**src/rtl/uart_rx_fifo.sv**
```systemverilog
// UART receive front end: 2-FF synchronized, 16x oversampled 8N1 deserializer
// feeding a show-ahead register FIFO that flags framing errors and overruns.
module uart_rx_fifo #(
    parameter int DVSR        = 54,
    parameter int FIFO_ADDR_W = 4
) (
    input  logic       clk,
    input  logic       rst,
    input  logic       rx,
    input  logic       rd_uart,
    output logic [7:0] r_data,
    output logic       rx_empty,
    output logic       rx_full,
    output logic       frame_err,
    output logic       overrun
);
    localparam int DEPTH = 1 << FIFO_ADDR_W;
    localparam int TW    = $clog2(DVSR);

    typedef enum logic [1:0] {IDLE, START, DATA, STOP} state_t;

    logic rx_meta, rx_s;

    // NOTE: state registers use non-blocking assignments so every flop samples pre-edge values.
    always_ff @(posedge clk) begin
        if (rst) begin
            rx_meta <= 1'b1;
            rx_s    <= 1'b1;
        end else begin
            rx_meta <= rx;
            rx_s    <= rx_meta;
        end
    end

    logic [TW-1:0] tick_cnt;
    logic          tick;

    assign tick = (tick_cnt == TW'(DVSR - 1));

    always_ff @(posedge clk) begin
        if (rst)       tick_cnt <= '0;
        else if (tick) tick_cnt <= '0;
        else           tick_cnt <= tick_cnt + 1'b1;
    end

    state_t     state, state_n;
    logic [3:0] s, s_n;
    logic [2:0] n, n_n;
    logic [7:0] b, b_n;
    logic       rx_done, stop_bad;

    always_ff @(posedge clk) begin
        if (rst) begin
            state <= IDLE;
            s     <= '0;
            n     <= '0;
            b     <= '0;
        end else begin
            state <= state_n;
            s     <= s_n;
            n     <= n_n;
            b     <= b_n;
        end
    end

    always_comb begin
        // NOTE: every output of this block gets a default first so no path infers a latch.
        state_n  = state;
        s_n      = s;
        n_n      = n;
        b_n      = b;
        rx_done  = 1'b0;
        stop_bad = 1'b0;
        case (state)
            IDLE: begin
                if (!rx_s) begin
                    state_n = START;
                    s_n     = '0;
                end
            end
            START: begin
                if (tick) begin
                    if (s == 4'd7) begin
                        if (!rx_s) begin
                            state_n = DATA;
                            s_n     = '0;
                            n_n     = '0;
                        end else begin
                            state_n = IDLE;
                        end
                    end else begin
                        s_n = s + 4'd1;
                    end
                end
            end
            DATA: begin
                if (tick) begin
                    if (s == 4'd15) begin
                        s_n = '0;
                        b_n = {rx_s, b[7:1]};
                        if (n == 3'd7) state_n = STOP;
                        else           n_n     = n + 3'd1;
                    end else begin
                        s_n = s + 4'd1;
                    end
                end
            end
            STOP: begin
                if (tick) begin
                    if (s == 4'd15) begin
                        state_n  = IDLE;
                        rx_done  = rx_s;
                        stop_bad = !rx_s;
                    end else begin
                        s_n = s + 4'd1;
                    end
                end
            end
            default: state_n = IDLE;
        endcase
    end

    logic [7:0]             mem [DEPTH];
    logic [FIFO_ADDR_W-1:0] wr_ptr, rd_ptr;
    logic [FIFO_ADDR_W:0]   count;
    logic                   do_push, do_pop;

    assign rx_empty  = (count == '0);
    assign rx_full   = (count == (FIFO_ADDR_W + 1)'(DEPTH));
    assign do_pop    = rd_uart && !rx_empty;
    // A pop in the same cycle frees the slot, so a push into a full FIFO is still accepted.
    assign do_push   = rx_done && (!rx_full || do_pop);
    assign overrun   = rx_done && rx_full && !do_pop;
    assign frame_err = stop_bad;
    assign r_data    = mem[rd_ptr];

    // NOTE: the storage array has no reset; r_data is only meaningful while rx_empty is low.
    always_ff @(posedge clk) begin
        if (do_push) mem[wr_ptr] <= b;
    end

    always_ff @(posedge clk) begin
        if (rst) begin
            wr_ptr <= '0;
            rd_ptr <= '0;
            count  <= '0;
        end else begin
            if (do_push) wr_ptr <= wr_ptr + 1'b1;
            if (do_pop)  rd_ptr <= rd_ptr + 1'b1;
            case ({do_push, do_pop})
                2'b10:   count <= count + 1'b1;
                2'b01:   count <= count - 1'b1;
                default: count <= count;
            endcase
        end
    end
endmodule

```
**config.mk**
```make
export PLATFORM = sky130hd
export DESIGN_NAME = uart_rx_fifo
export DESIGN_NICKNAME = d
export VERILOG_FILES = /design/src/rtl/uart_rx_fifo.sv
export SDC_FILE = /design/constraint.sdc
export NUM_CORES = 1
export LEC_CHECK = 0
export BUFFER_PORTS_ARGS = -buffer_cell sky130_fd_sc_hd__clkbuf_2
export CAP_MARGIN = 25
export CELL_PAD_IN_SITES_DETAIL_PLACEMENT = 1
export CELL_PAD_IN_SITES_GLOBAL_PLACEMENT = 1
export CORE_UTILIZATION = 30
export CTS_BUF_LIST = sky130_fd_sc_hd__clkbuf_4
export DETAILED_ROUTE_END_ITERATION = 16
export PLACE_DENSITY = 0.6
export SLEW_MARGIN = 20
export SYNTH_ARGS = -nofsm -noshare
export SYNTH_HDL_FRONTEND = slang
export SYNTH_SLANG_ARGS = --single-unit
```
**constraint.sdc**
```tcl
create_clock -name clk -period 3.3 [get_ports clk]
set_input_delay 0.99 -clock clk [delete_from_list [all_inputs] [get_ports clk]]
set_output_delay 0.99 -clock clk [all_outputs]
set_load 0.03 [all_outputs]
```
After elaboration in Yosys (flattened, before gate mapping)

Memory sizes are Yosys's and may differ from the RTL's. A register that Yosys moved wholly into a read port is not among the register bits.
Index checks and enable logic that the tools add are counted.

Word-level logic and storage cells: 93
Input bits: 4
Output and inout port bits: 12
Memory bits (writable): 128
Memories kept: 1
Bits in registers: 38

Reductions and logical operators: 18
Equal/unequal tests: 21
Mux-type cells: 36
$add $sub $neg: 7

Memories:

| memory | words | bits a word | rd ports | clocked after memory_dff | write ports | line | text |
|---|---|---|---|---|---|---|---|
| mem    | 16    | 8           | 1        | 1                        | 1           | 123  | `logic [7:0] mem [DEPTH];` |

Operators by type and width:

| kind                  | count |
|---|---|
| $mux W4               | 9 |
| $ne A2 B2 Y1 const B  | 11 |
| $mux W2               | 9 |
| $mux W3               | 6 |
| $pmux W4 S4           | 1 |
| $add A4 B1 Y4 const B | 3 |
| $pmux W5 S2           | 1 |
| $mux W1               | 8 |
| $pmux W2 S4           | 1 |
| $reduce_and A8 Y1     | 1 |
| $reduce_and A7 Y1     | 1 |
| $add A6 B1 Y6 const B | 1 |
| $eq A2 B2 Y1 const B  | 3 |
| $eq A6 B6 Y1 const B  | 1 |
| $pmux W3 S2           | 1 |
| $add A5 B1 Y5 const B | 1 |
| $eq A5 B5 Y1 const B  | 1 |
| $logic_not A5 Y1      | 1 |
| $sub A5 B1 Y5 const B | 1 |
| $eq A2 B1 Y1 const B  | 2 |
| $eq A4 B3 Y1 const B  | 1 |
| $eq A4 B4 Y1 const B  | 1 |
| $logic_and A1 B1 Y1   | 4 |
| $logic_not A1 Y1      | 4 |
| other kinds (8)       | 9 |

Longest topological paths before layout

Depth after elaboration: 7
Mapped depth: 11

Least setup slack after synthesis

No wires, ideal clock.

Kind: flip-flop to output port
Start: register tick_cnt[0]
End: output frame_err
Setup slack: 0.253 ns
Buffers on the path: 1
Arrival: 2.057 ns
Cell stages (with the launch flop): 6
Data required time: 2.310 ns
Path through: dfxtp_1 ha_1 nand4_4 or2_1 buf_2 nor4_1

Cells in the longest elaborated chain, start to end: 3

Ends and longest elaborated chain:

| item                   | line | text |
|---|---|---|
| from (decl)            | 35   | `logic [TW-1:0] tick_cnt;` |
| from (signal assigned) | 43   | `else tick_cnt <= tick_cnt + 1'b1;` |
| $eq A6 B6 Y1           | 38   | `assign tick = (tick_cnt == TW'(DVSR - 1));` |
| $mux W1                | 109  | `if (tick) begin` |
| $mux W1                | 74   | `case (state)` |
| to (decl)              | 14   | `output logic frame_err,` |

No other way between the ends.

==> reports/metrics.cfg <==
[floorplanning]
rows = 55
start_util_pct = 30.8
die-height_um = 155
pin_count = 16
die_w_um = 155
core_area_um2 = 22700
die_area_um2 = 23900

[detailed_routing]
drc = 0
drtPass1Iterations = 4
via_per_inst = 4.93
final_antenna_net_count = 0
wire_per_inst_um = 19.5
first_iter_violations = 155
vias = 3724
wl_um = 14700

[clock_network]
clk_latency_ps = 570
cts_sinks = 170
cts_root_buf = clkbuf_4
clk_path_buf_depth = 2
holdBufCountCts = 0
numCtsBuffers = 17
clk_pin_slew_ps = 160
cts_tree = done
cts_max_level = 4

[yosys]
synth-main-ff-cell = edfxtp_1
synth_area_um2 = 6980
yosysSeqAreaShare_pct = 67.1
yosysTopAreaCell = edfxtp_1
synth.distinct_cells = 53
avgSynthCellArea_um2 = 16.6
ys_warn_count = 0
synth_seq_cells = 170
synth-edff-count = 128
async_reset_ff_share_pct = 0
synthTopCellsByCount = edfxtp_1 (128), dfxtp_1 (42), mux4_2 (40)
synth_top_area_share_pct = 55.0
synth.area.top_cells = edfxtp_1 (55%), mux4_2 (13%), dfxtp_1 (12%), ha_1 (2.3%), mux2i_1 (2.0%)
synthesis.nets = 440
synthCells = 422
yosysMostFrequentCell = edfxtp_1

[timing]
rsz0062_at_grt = yes
layout_setup_ws_ps = -127
hold_viol = 0
worst_slew_pin_slew_ps = 868
fin_crit_ps = 3430
slew_violations = 0
slew-limit-headroom_pct = 41.8
finalClockSkew_ps = 34.1
finalSetupViolCount = 8
fin_crit_sh_pct = 104
fmax_mhz = 292

[power_and_ir_drop]
leakage_uw = 0.00262
vdd_drop_max_uv = 223
p_per_area_nw_per_um2 = 438
p_total_uw = 3510

[worst_hold_path]
hold_class = reg2reg

[run_status]
violations = negative setup slack
status = finished, violations left

[grt]
grt_overflow = 0
grtUsageTotal_pct = 13.5
grt_pass1_wl_um = 23500
grt_pass1_vias = 3999
antenna_found_initial = 1
grt_max_degree = 33

[critical_path]
cp.required_ps = 2310
cpMaxStageDelayCell = mux4_2
cp_top_family = multiplexers
cp_max_fo = 8
arrival_ps = 2440
cpMostUsedCell = mux4_2
crit_path_cell_trace = buf_12 -> buf_16 -> mux4_2 -> mux4_2 -> buf_8
crit_buf_inv = 3
critPathKind = reg2out
cpPeakStageDelay_ps = 510
critPathLaunchType = register
endpoint_kind = output pin

[cells_and_area]
fin_cells = 755
multiInputGateArea_um2 = 2220
post_route_cells_drive_above_1_share_pct = 27.5
nets = 474
fillers = 2332
register_area_um2 = 4690
syn2layout_area_growth_pct = 14.5

[placement]
io_buffers = 15
post-place-ws_ps = 208
dpl.hpwl_um = 9450
dp.cells = 717
globalplace.congestion = 0.775

[flow_run]
max_cap_violations = 0

## cell type report
| cell class | count | share of cell area [%] |
|---|---|---|
| sequential | 170 | 58.6 |
| clock inverter | 15 | 2.05 |
| antenna | 1 | 0.0313 |
| inverter | 9 | 0.422 |
| timing repair buffer | 37 | 5.10 |
| multi-input combinational | 221 | 27.7 |
| tap | 285 | 4.46 |
| clock buffer | 17 | 1.60 |
## through the flow
| stage | area (um^2) | TNS (ps) | util [%] | hold slack (ps) |
|---|---|---|---|---|
| after CTS | 8000 | -1480 | 35.2 | 445 |
| after floorplan | 6980 | 0 | - | 389 |
| final | 8000 | -880 | 35.2 | 444 |
| after global routing | 8000 | -1820 | 35.2 | 473 |
| after detailed placement | 7500 | 0 | 33.0 | 411 |
| after global placement | 7500 | 0 | 33.0 | 398 |
## flip-flops by register name, summed over array words and instances (netlist names), named ones only
| signal | cells |
|---|---|
| b | 8 |
| count | 5 |
| mem | 128 |
| n | 3 |
| rd_ptr | 4 |
| rx_meta | 1 |
| rx_s | 1 |
| s | 4 |
| state | 1 |
| tick_cnt | 6 |
| wr_ptr | 4 |
## path summary, 6_finish.rpt
kind	start	endpoint	slack, ps	cells after the start
setup / recovery	register	r_data[6]	-130	5
hold / removal	rx_meta$_SDFF_PP1_	rx_s$_SDFF_PP1_	440	1
setup reg to reg	rx_s$_SDFF_PP1_	mem[7][3]$_DFFE_PP_	350	6
hold reg to reg	rx_meta$_SDFF_PP1_	rx_s$_SDFF_PP1_	440	1
## cells by family after synthesis
family,count (synthesis),synth area share (%)
compound gates,35,3.40
xor+xnor,12,1.50
fa+ha+maj,14,2.62
buf+inv,31,1.77
flops,170,67.1
mux,57,15.4
simple gates,103,8.21
## per-layer routing
metal	track usage (%)	up-vias	wire length (um)
li1	-	1720	-
met2	22.5	45	7340
met5	0	-	0
met1	17.4	1951	6850
met4	4.48	0	125
met3	2.94	8	409
## repair_timing
item                                    CTS  global route
buffers inserted                          3             0
pin swaps                                 1             1
endpoints found under the setup margin   10            10
cloned                                    3             0
resized for setup                        23            14
## layout by cell type, fill, tap and decap left out, types with 9 or more instances in the layout
master	n
a21oi_1	10
buf_4	16
clkbuf_4	17
dfxtp_1	40
edfxtp_1	128
ha_1	13
inv_1	9
mux2i_1	14
mux4_2	40
nand2_1	11
nor2_1	35
nor3_1	11
## where the power goes
group          switching [uW]  total [uW]  leakage, uW  internal [uW]
clock                     847        1200     0.000152            352
combinational            20.7        32.9     0.000946           12.3
sequential               6.35        2280      0.00153           2270
No activity file was read; power rests on OpenSTA's default activity.
